===== src/rtl/sram_arb_pkg.sv =====
// rtl/sram_arb_pkg.sv - shared constants and helpers for the SRAM round-robin arbiter
package sram_arb_pkg;

  // Request op encodings, chosen to match the SRAM WEN pin sense
  localparam logic OP_READ  = 1'b1;
  localparam logic OP_WRITE = 1'b0;

  // Geometry of the SRAM instance this arbiter normally fronts
  localparam int DEF_WIDTH     = 128;
  localparam int DEF_ADD_WIDTH = 11;

  // Ceiling log2, used to size index/pointer fields (clog2(1) = 0)
  function automatic int clog2(input int n);
    int r;
    int v;
    r = 0;
    v = 1;
    while (v < n) begin
      v = v * 2;
      r = r + 1;
    end
    return r;
  endfunction

endpackage


===== src/rtl/sram_rr_arbiter_core.sv =====
// rtl/sram_rr_arbiter_core.sv - combinational round-robin grant search (rr_arb_core)
module rr_arb_core
  import sram_arb_pkg::*;
#(
  parameter int N  = 3,
  parameter int PW = (clog2(N) < 1) ? 1 : clog2(N)
) (
  input  logic [N-1:0]  req,
  input  logic [PW-1:0] ptr,
  output logic [N-1:0]  gnt,
  output logic [PW-1:0] gnt_idx,
  output logic          any_gnt
);

  int idx;

  // Walk ptr, ptr+1, ... (mod N) and grant the first asserted request
  always_comb begin
    gnt     = '0;
    gnt_idx = '0;
    any_gnt = 1'b0;
    idx     = 0;
    for (int k = 0; k < N; k++) begin
      // The modulo keeps the index legal even if ptr were ever out of range
      idx = (int'(ptr) + k) % N;
      if (!any_gnt && req[idx]) begin
        gnt[idx] = 1'b1;
        gnt_idx  = PW'(idx);
        any_gnt  = 1'b1;
      end
    end
  end

endmodule


===== src/rtl/sram_rr_arbiter.sv =====
// rtl/sram_rr_arbiter.sv - round-robin sharing of one single-port SRAM; SRAM_ARB_RSP_REG_EN adds a response register stage
module sram_rr_arbiter
  import sram_arb_pkg::*;
#(
  parameter int NUM_REQ   = 3,
  parameter int WIDTH     = DEF_WIDTH,
  parameter int ADD_WIDTH = DEF_ADD_WIDTH,
  parameter int PTR_W     = 2
) (
  input  logic                         CLK,
  input  logic                         reset,
  input  logic [NUM_REQ-1:0]           req_valid,
  input  logic [NUM_REQ-1:0]           req_wen,
  input  logic [NUM_REQ*ADD_WIDTH-1:0] req_addr,
  input  logic [NUM_REQ*WIDTH-1:0]     req_data,
  output logic [NUM_REQ-1:0]           req_ready,
  output logic [NUM_REQ-1:0]           rsp_valid,
  output logic [WIDTH-1:0]             rsp_data,
  output logic                         sram_cen,
  output logic                         sram_wen,
  output logic [ADD_WIDTH-1:0]         sram_a,
  output logic [WIDTH-1:0]             sram_d,
  input  logic [WIDTH-1:0]             sram_q
);

  logic [NUM_REQ-1:0] gnt;
  logic [PTR_W-1:0]   gnt_idx;
  logic               any_gnt;
  logic [PTR_W-1:0]   ptr;
  logic [PTR_W-1:0]   ptr_nxt;
  logic               rd_pend;
  logic [PTR_W-1:0]   rd_id;
  logic               rd_issue;
  logic [NUM_REQ-1:0] rsp_valid_c;

  rr_arb_core #(
    .N  (NUM_REQ),
    .PW (PTR_W)
  ) u_core (
    .req     (req_valid),
    .ptr     (ptr),
    .gnt     (gnt),
    .gnt_idx (gnt_idx),
    .any_gnt (any_gnt)
  );

  // The grant itself is the ready; it never looks at op, address or data
  assign req_ready = gnt;

  // Steer the granted requester onto the SRAM pins; idle pins park deselected and zero
  always_comb begin
    sram_cen = 1'b1;
    sram_wen = OP_READ;
    sram_a   = '0;
    sram_d   = '0;
    for (int i = 0; i < NUM_REQ; i++) begin
      if (gnt[i]) begin
        sram_cen = 1'b0;
        sram_wen = req_wen[i];
        sram_a   = req_addr[i*ADD_WIDTH +: ADD_WIDTH];
        sram_d   = req_data[i*WIDTH +: WIDTH];
      end
    end
  end

  // Next search start is one past the winner, wrapping at NUM_REQ
  always_comb begin
    if (int'(gnt_idx) >= NUM_REQ - 1) begin
      ptr_nxt = '0;
    end else begin
      ptr_nxt = gnt_idx + 1'b1;
    end
  end

  // Pointer advances only on a grant so idle cycles keep fairness state
  always_ff @(posedge CLK or posedge reset) begin
    if (reset) begin
      ptr <= '0;
    end else if (any_gnt) begin
      ptr <= ptr_nxt;
    end
  end

  assign rd_issue = any_gnt && (sram_wen == OP_READ);

  // Remember who issued a read so the SRAM's next-cycle Q can be strobed to them
  always_ff @(posedge CLK or posedge reset) begin
    if (reset) begin
      rd_pend <= 1'b0;
      rd_id   <= '0;
    end else begin
      rd_pend <= rd_issue;
      if (rd_issue) begin
        rd_id <= gnt_idx;
      end
    end
  end

  // Decode the pending read owner into a one-hot strobe; reset kills it at once
  always_comb begin
    rsp_valid_c = '0;
    for (int i = 0; i < NUM_REQ; i++) begin
      rsp_valid_c[i] = rd_pend && (int'(rd_id) == i);
    end
  end

`ifdef SRAM_ARB_RSP_REG_EN
  logic [NUM_REQ-1:0] rsp_valid_q;
  logic [WIDTH-1:0]   rsp_data_q;

  // Extra retiming stage on the response; data only moves when a strobe passes through
  always_ff @(posedge CLK or posedge reset) begin
    if (reset) begin
      rsp_valid_q <= '0;
      rsp_data_q  <= '0;
    end else begin
      rsp_valid_q <= rsp_valid_c;
      if (|rsp_valid_c) begin
        rsp_data_q <= sram_q;
      end
    end
  end

  assign rsp_valid = rsp_valid_q;
  assign rsp_data  = rsp_data_q;
`else
  // SRAM Q is already registered inside the macro, so pass it straight through
  assign rsp_valid = rsp_valid_c;
  assign rsp_data  = sram_q;
`endif

endmodule


===== config.mk =====
export PLATFORM = sky130hd
export DESIGN_NAME = sram_rr_arbiter
export DESIGN_NICKNAME = d
export VERILOG_FILES = /design/src/rtl/sram_arb_pkg.sv /design/src/rtl/sram_rr_arbiter_core.sv /design/src/rtl/sram_rr_arbiter.sv
export SDC_FILE = /design/constraint.sdc
export NUM_CORES = 1
export LEC_CHECK = 0
export BUFFER_PORTS_ARGS = -buffer_cell sky130_fd_sc_hd__buf_2
export CORE_AREA = 2 2 319 321
export CTS_BUF_LIST = sky130_fd_sc_hd__clkbuf_8
export CTS_CLUSTER_SIZE = 8
export DETAILED_ROUTE_END_ITERATION = 12
export DIE_AREA = 0 0 321 323
export SLEW_MARGIN = 20
export SYNTH_ARGS = -nofsm -noshare
export SYNTH_HDL_FRONTEND = slang
export SYNTH_SLANG_ARGS = --single-unit

===== constraint.sdc =====
create_clock -name CLK -period 3.9 [get_ports CLK]
set_input_delay 0.78 -clock CLK [delete_from_list [all_inputs] [get_ports CLK]]
set_output_delay 0.78 -clock CLK [all_outputs]
set_load 0.05 [all_outputs]

* Word-level counts from Yosys, hierarchy flattened
Cells that the tools add are included.
** Cells by class
- Add/sub/neg operators :: 3
- $mul :: 0
- Divide/modulo/power cells :: 3
- $lt $le $gt $ge :: 7
- Equality and inequality tests :: 2
- Shifts and indexed selects :: 0
- Multiplexer cells :: 37
- Bitwise gates (word level) :: 2
- Reductions and logical operators :: 12
** Operators by type and width (count)
- 2-to-1 mux 128 bit :: 3
- greater-or-equal comparator 32 x 1 -> 1 bit (second input constant) :: 3
- < comparator 32 x 4 -> 1 bit (second input constant) :: 3
- remainder unit 32 x 3 -> 32 bit (second input constant) :: 2
- 2-to-1 mux 11 bit :: 3
- remainder unit 3 x 3 -> 32 bit (second input constant) :: 1
- 2-to-1 mux 1 bit :: 18
- logical AND 1 bit :: 9
- 2-to-1 mux 3 bit :: 3
- 2-to-1 mux 2 bit :: 4
- binary-select mux 1 bit (select 2 bit) :: 3
- demux 1 bit (select 2 bit) :: 3
- OR 3 bit :: 2
- == test 2 bit (second input constant) :: 2
- adder 2 x 1 -> 3 bit (second input constant) :: 1
- adder 2 x 2 -> 3 bit (second input constant) :: 1
- adder 2 x 1 -> 2 bit (second input constant) :: 1
- greater-or-equal comparator 2 bit (second input constant) :: 1
- logical NOT 1 bit :: 2
- logical NOT 2 bit :: 1
** Word-level totals
- Register bits :: 5
- Bits in latches :: 0
- Bits in writable memories :: 0
- Memory bits (read-only) :: 0
- Output and inout port bits :: 275
- Logic and storage cells :: 69
- Memories :: 0

* Depth between registers and ports, before layout
- Word-level depth :: 15
- Gate-level depth with buffers :: 12
- Mapped depth without buffers :: 8

* By module
A second synthesis with hierarchy kept.
** Unflattened totals
- Cells, all modules :: 686
- Area total of the unflattened synthesis :: 4210.3 um2
** Modules (own cells, without submodules)
- sram_rr_arbiter :: instances 1, cells an instance 634, area an instance 3828.7 um2
- rr_arb_core :: instances 1, cells an instance 52, area an instance 381.6 um2

* Worst setup path after synthesis
OpenSTA, ideal clock, no wires.
- Path kind :: in2out
- From :: input port req_valid[0]
- To :: output port sram_a[2]
- Arrival time :: 3.499 ns
- Setup slack :: -0.379 ns
- Stages :: 7
- Path buffers :: 1
- Cell sequence :: mux2_4 or4_1 and3_4 nor2_4 buf_2 a22oi_1 o21ai_0
** RTL lines
- start: declaration :: line sram_rr_arbiter.sv:12 : input logic [NUM_REQ-1:0] req_valid,
- binary-select mux 1 bit (select 2 bit) :: line sram_rr_arbiter_core.sv:26 : if (!any_gnt && req[idx]) begin
- 2-to-1 mux 1 bit (not written as such) (2 in series) :: line sram_rr_arbiter_core.sv:26
- 2-to-1 mux 1 bit :: line sram_rr_arbiter_core.sv:26
- logical NOT 1 bit :: line sram_rr_arbiter_core.sv:26
- logical AND 1 bit :: line sram_rr_arbiter_core.sv:26
- 2-to-1 mux 1 bit :: line sram_rr_arbiter_core.sv:26
- logical NOT 1 bit :: line sram_rr_arbiter_core.sv:26
- logical AND 1 bit :: line sram_rr_arbiter_core.sv:26
- 2-to-1 mux 3 bit * :: line sram_rr_arbiter_core.sv:26
- net req_ready[1] :: line sram_rr_arbiter.sv:16 : output logic [NUM_REQ-1:0] req_ready,
- 2-to-1 mux 11 bit * (2 in series) :: line sram_rr_arbiter.sv:57 : if (gnt[i]) begin
- end: declaration :: line sram_rr_arbiter.sv:21 : output logic [ADD_WIDTH-1:0] sram_a,
The timed path passes the listed nets; every way through them passes the cells marked *. The select of a mux whose other input is x is not followed.

* Worst setup path after layout
- From :: input port req_valid[1]
- To :: output port sram_a[1]
** On the way
- Longest elaborated chain between the ends :: 13
** RTL lines (line)
- binary-select mux 1 bit (select 2 bit) :: sram_rr_arbiter_core.sv:26
- 2-to-1 mux 1 bit (not written as such) (2 in series) :: sram_rr_arbiter_core.sv:26
- 2-to-1 mux 1 bit :: sram_rr_arbiter_core.sv:26
- logical NOT 1 bit :: sram_rr_arbiter_core.sv:26
- logical AND 1 bit :: sram_rr_arbiter_core.sv:26
- 2-to-1 mux 1 bit :: sram_rr_arbiter_core.sv:26
- logical NOT 1 bit :: sram_rr_arbiter_core.sv:26
- logical AND 1 bit :: sram_rr_arbiter_core.sv:26
- 2-to-1 mux 3 bit * :: sram_rr_arbiter_core.sv:26
- 2-to-1 mux 11 bit (2 in series) :: sram_rr_arbiter.sv:57
- 2-to-1 mux 11 bit * :: sram_rr_arbiter.sv:57
Every way passes the cells marked *; elsewhere a longest branch is shown, timed or not. The select of a mux whose other input is x is not followed.

==> results by group <==
Timing
  – Worst-margin pin slew: 583 ps
  – Rel. slew slack: 0.612
  – Final setup fails: 0
  – Fin crit period: a little under 4000 ps
  – Fin. Hold Viols: 0
  – Fin crit share: 0.986
  – Setup WS post-layout: around 54 ps
  – Skew final: approximately 0.43 ps
  – Fmax achieved: 260 MHz
  – RSZ-0062 raised after global routing: true
  – Total Neg Setup Slack: 0 ps
  – Pins Over Slew Limit: 0

Die
  – Initial core utilization: 0.0427
  – Vert. Die Dim: 323 µm
  – Num rows: ~120
  – Core area: 101,000 µm²
  – IO Pins: 828
  – DIE AREA: ~100,000 µm²
  – Chip width: around 320 µm

Route
  – Drt initial violations: 393
  – First drt pass iteration count: 5
  – Routed via count: 7,474
  – WL/cell: roughly 24 µm
  – Post-route antenna net violation count: 0
  – Routed wire length: roughly 60,000 µm
  – DRC viols: 0
  – Via density: approximately 3

Setup path
  – Worst path most repeated cell: buf_12
  – Crit path required time: 3120 ps
  – Worst Path Arrival: roughly 3000 ps
  – Crit path launch type: primary input
  – Crit. End Element: output port
  – Largest stage delay, worst path: 360 ps
  – Crit-path slowest cell: bufbuf_16
  – Worst Path Max Fanout: 28
  – R2R setup slack: 1330 ps
  – CP cell instances: buf_2, mux2i_1, o21a_2, or3_1, a22oi_2, buf_12, bufbuf_16, a22oi_1, o21ai_1, buf_4, buf_12
  – Critical path class: in2out

Global routing
  – Initial antenna violation count: 22
  – Total track usage: 0.104
  – First-pass GRT wire length: around 70,000 µm
  – Vias in the first global route: 6,890
  – Largest net degree at the start of global routing: between 60 and 70
  – Overflow after GRT: 0

Finish
  – Share of layout cells above drive strength 1: 0.629
  – Final #Nets: approximately 1,700
  – Layout Cells excl Fill: between 2,000 and 2,500
  – Area Overhead vs Synth: 145%

Yosys
  – Top cells by area, synth: a22oi_1 (24%), buf_4 (23%), nand2_1 (12%), o21ai_1 (10%), o21ai_0 (6.6%)
  – Syn_nets: between 1,000 and 1,500
  – Post-synth top area share: 0.243
  – Mapped Avg Cell Area: approximately 6.1 µm²
  – Post-Syn Instances: around 700
  – Seq cells post-synth: 5
  – Asr flop ratio synth: 1.00
  – Dominant synthesized flop cell: dfrtp_1
  – Sequential cell area fraction in the yosys report: 0.0291
  – Post-synth EDFFs: 0
  – Cell variety after synth: 43
  – Ys Warns: 0
  – Largest area contributor in the netlist: a22oi_1
  – Netlist Area Pre-Place: about 4300 µm²

CTS
  – CTS Buffer Depth: 2
  – CTS Buf Count: 3
  – CTS tree: done
  – Clk sinks: 5
  – Clk_lat worst skew: about 220 ps
  – CTS clk-pin slew, worst paths: ~40 ps
  – Root Driver: clkbuf_8
  – H-tree depth: 1

Placed design
  – Detail Placement HPWL: 53,200 µm
  – IO Port Bufs: roughly 570
  – Setup WS pre-CTS: -560 ps
  – Global placement routability congestion: around 0.90
  – Placed cell count: between 2,000 and 2,500

Job
  – Max_cap viols: 0

Min path
  – Worst hold path type: in2async

Status
  – Status: finished clean
==> logic make-up after synthesis <==
logic type,count (synthesis),synth area share
AO/OA/AOI/OAI,308,0.452
flip-flops,5,0.0291
multiplexers,2,0.00582
adder cells (fa/ha/maj),4,0.0116
AND/OR/NAND/NOR,178,0.176
buffers and inverters,205,0.325
==> layer usage <==
layer,global-route usage,part of all wire
met1,0.114,0.37
met2,0.180,0.47
met3,0.0512,0.12
met4,0.0239,0.033
met5,0,0.00070
==> per-stage QoR <==
stage | utilization | area [µm²] | hold WS (ps)
final | 0.105 | 10600 | 460
after global routing | 0.105 | 10500 | 474
after CTS | 0.101 | 10100 | 464
after detailed placement | 0.0971 | 9780 | 572
after global placement | 0.0971 | 9780 | 557
after floorplan | - | 4330 | 535
==> cell usage in the layout, fill, tap and decap left out, drive strengths merged, types with 2 or more instances in the layout <==
cell    count
buf       633
o21ai     147
nand2     142
a22oi     140
diode      19
inv        11
clkbuf      9
nor2        6
and3        6
a21oi       5
nand2b      5
nor3        5
dfrtp       5
ha          4
and3b       3
nor2b       3
bufbuf      3
nand3       2
a221oi      2
o22ai       2
o21a        2
nor4        2
a211oi      2
==> flip-flops by register name, summed over array words and instances, names as in the netlist <==
register	count
rd_pend	1
ptr	2
rd_id	2
==> layout make-up <==
cell class / count / area, µm²
multi-input combinational: 492 / 3110
fill: 11700 / 90200
timing repair buffer: 642 / 5550
tap: 1309 / 1640
antenna: 19 / 47.5
inverter: 10 / 37.5
sequential: 5 / 126
clock buffer: 3 / 41.3
clock inverter: 1 / 3.75
==> worst paths after layout <==
kind	start	endpoint	depth (start not counted)
setup / recovery	req_valid[1]	sram_a[1]	11
hold / removal	reset	ptr[0]$_DFFE_PP0P_	2
setup reg to reg	ptr[1]$_DFFE_PP0P_	rd_id[0]$_DFFE_PP0P_	9
hold reg to reg	rd_id[1]$_DFFE_PP0P_	rd_id[1]$_DFFE_PP0P_	2
max in group asynchronous	reset	ptr[0]$_DFFE_PP0P_	2
min in group CLK	rd_id[1]$_DFFE_PP0P_	rd_id[1]$_DFFE_PP0P_	2
==> synthesized netlist by cell type (2+ instances only) <==
cell type / count
buf_2: 20
inv_1: 10
nand3_1: 2
nor4_1: 2
a21oi_1: 5
ha_1: 4
buf_8: 10
dfrtp_1: 5
and3_1: 5
clkbuf_1: 34
o22ai_1: 2
o21ai_1: 90
o21a_1: 2
and3b_1: 3
nand2_1: 142
nor2_1: 5
nor2b_1: 3
buf_4: 129
nor3_1: 5
a22oi_1: 139
nand2b_1: 5
a211oi_1: 2
a221oi_1: 2
o21ai_0: 57
==> critical path, delay by kind of cell <==
family | cells | cell delay, ps
buffers and inverters | 5 | 1030
multiplexers | 1 | 130
AND/OR/NAND/NOR | 1 | 350
AO/OA/AOI/OAI | 4 | 730
==> timing repair <==
item | in CTS | in global routing
setup buffers | 10 | 3
pin swaps | 4 | 3
hold buffers | 0 | 0
gates resized for setup | 32 | 65
setup endpoints to repair | 138 | 131
endpoints found under the hold margin | 0 | 0
gates cloned | 3 | 4
Power is left out: the tool's default activity adds up to more than one toggle a clock period on the data nets, which glitch-free logic cannot reach.
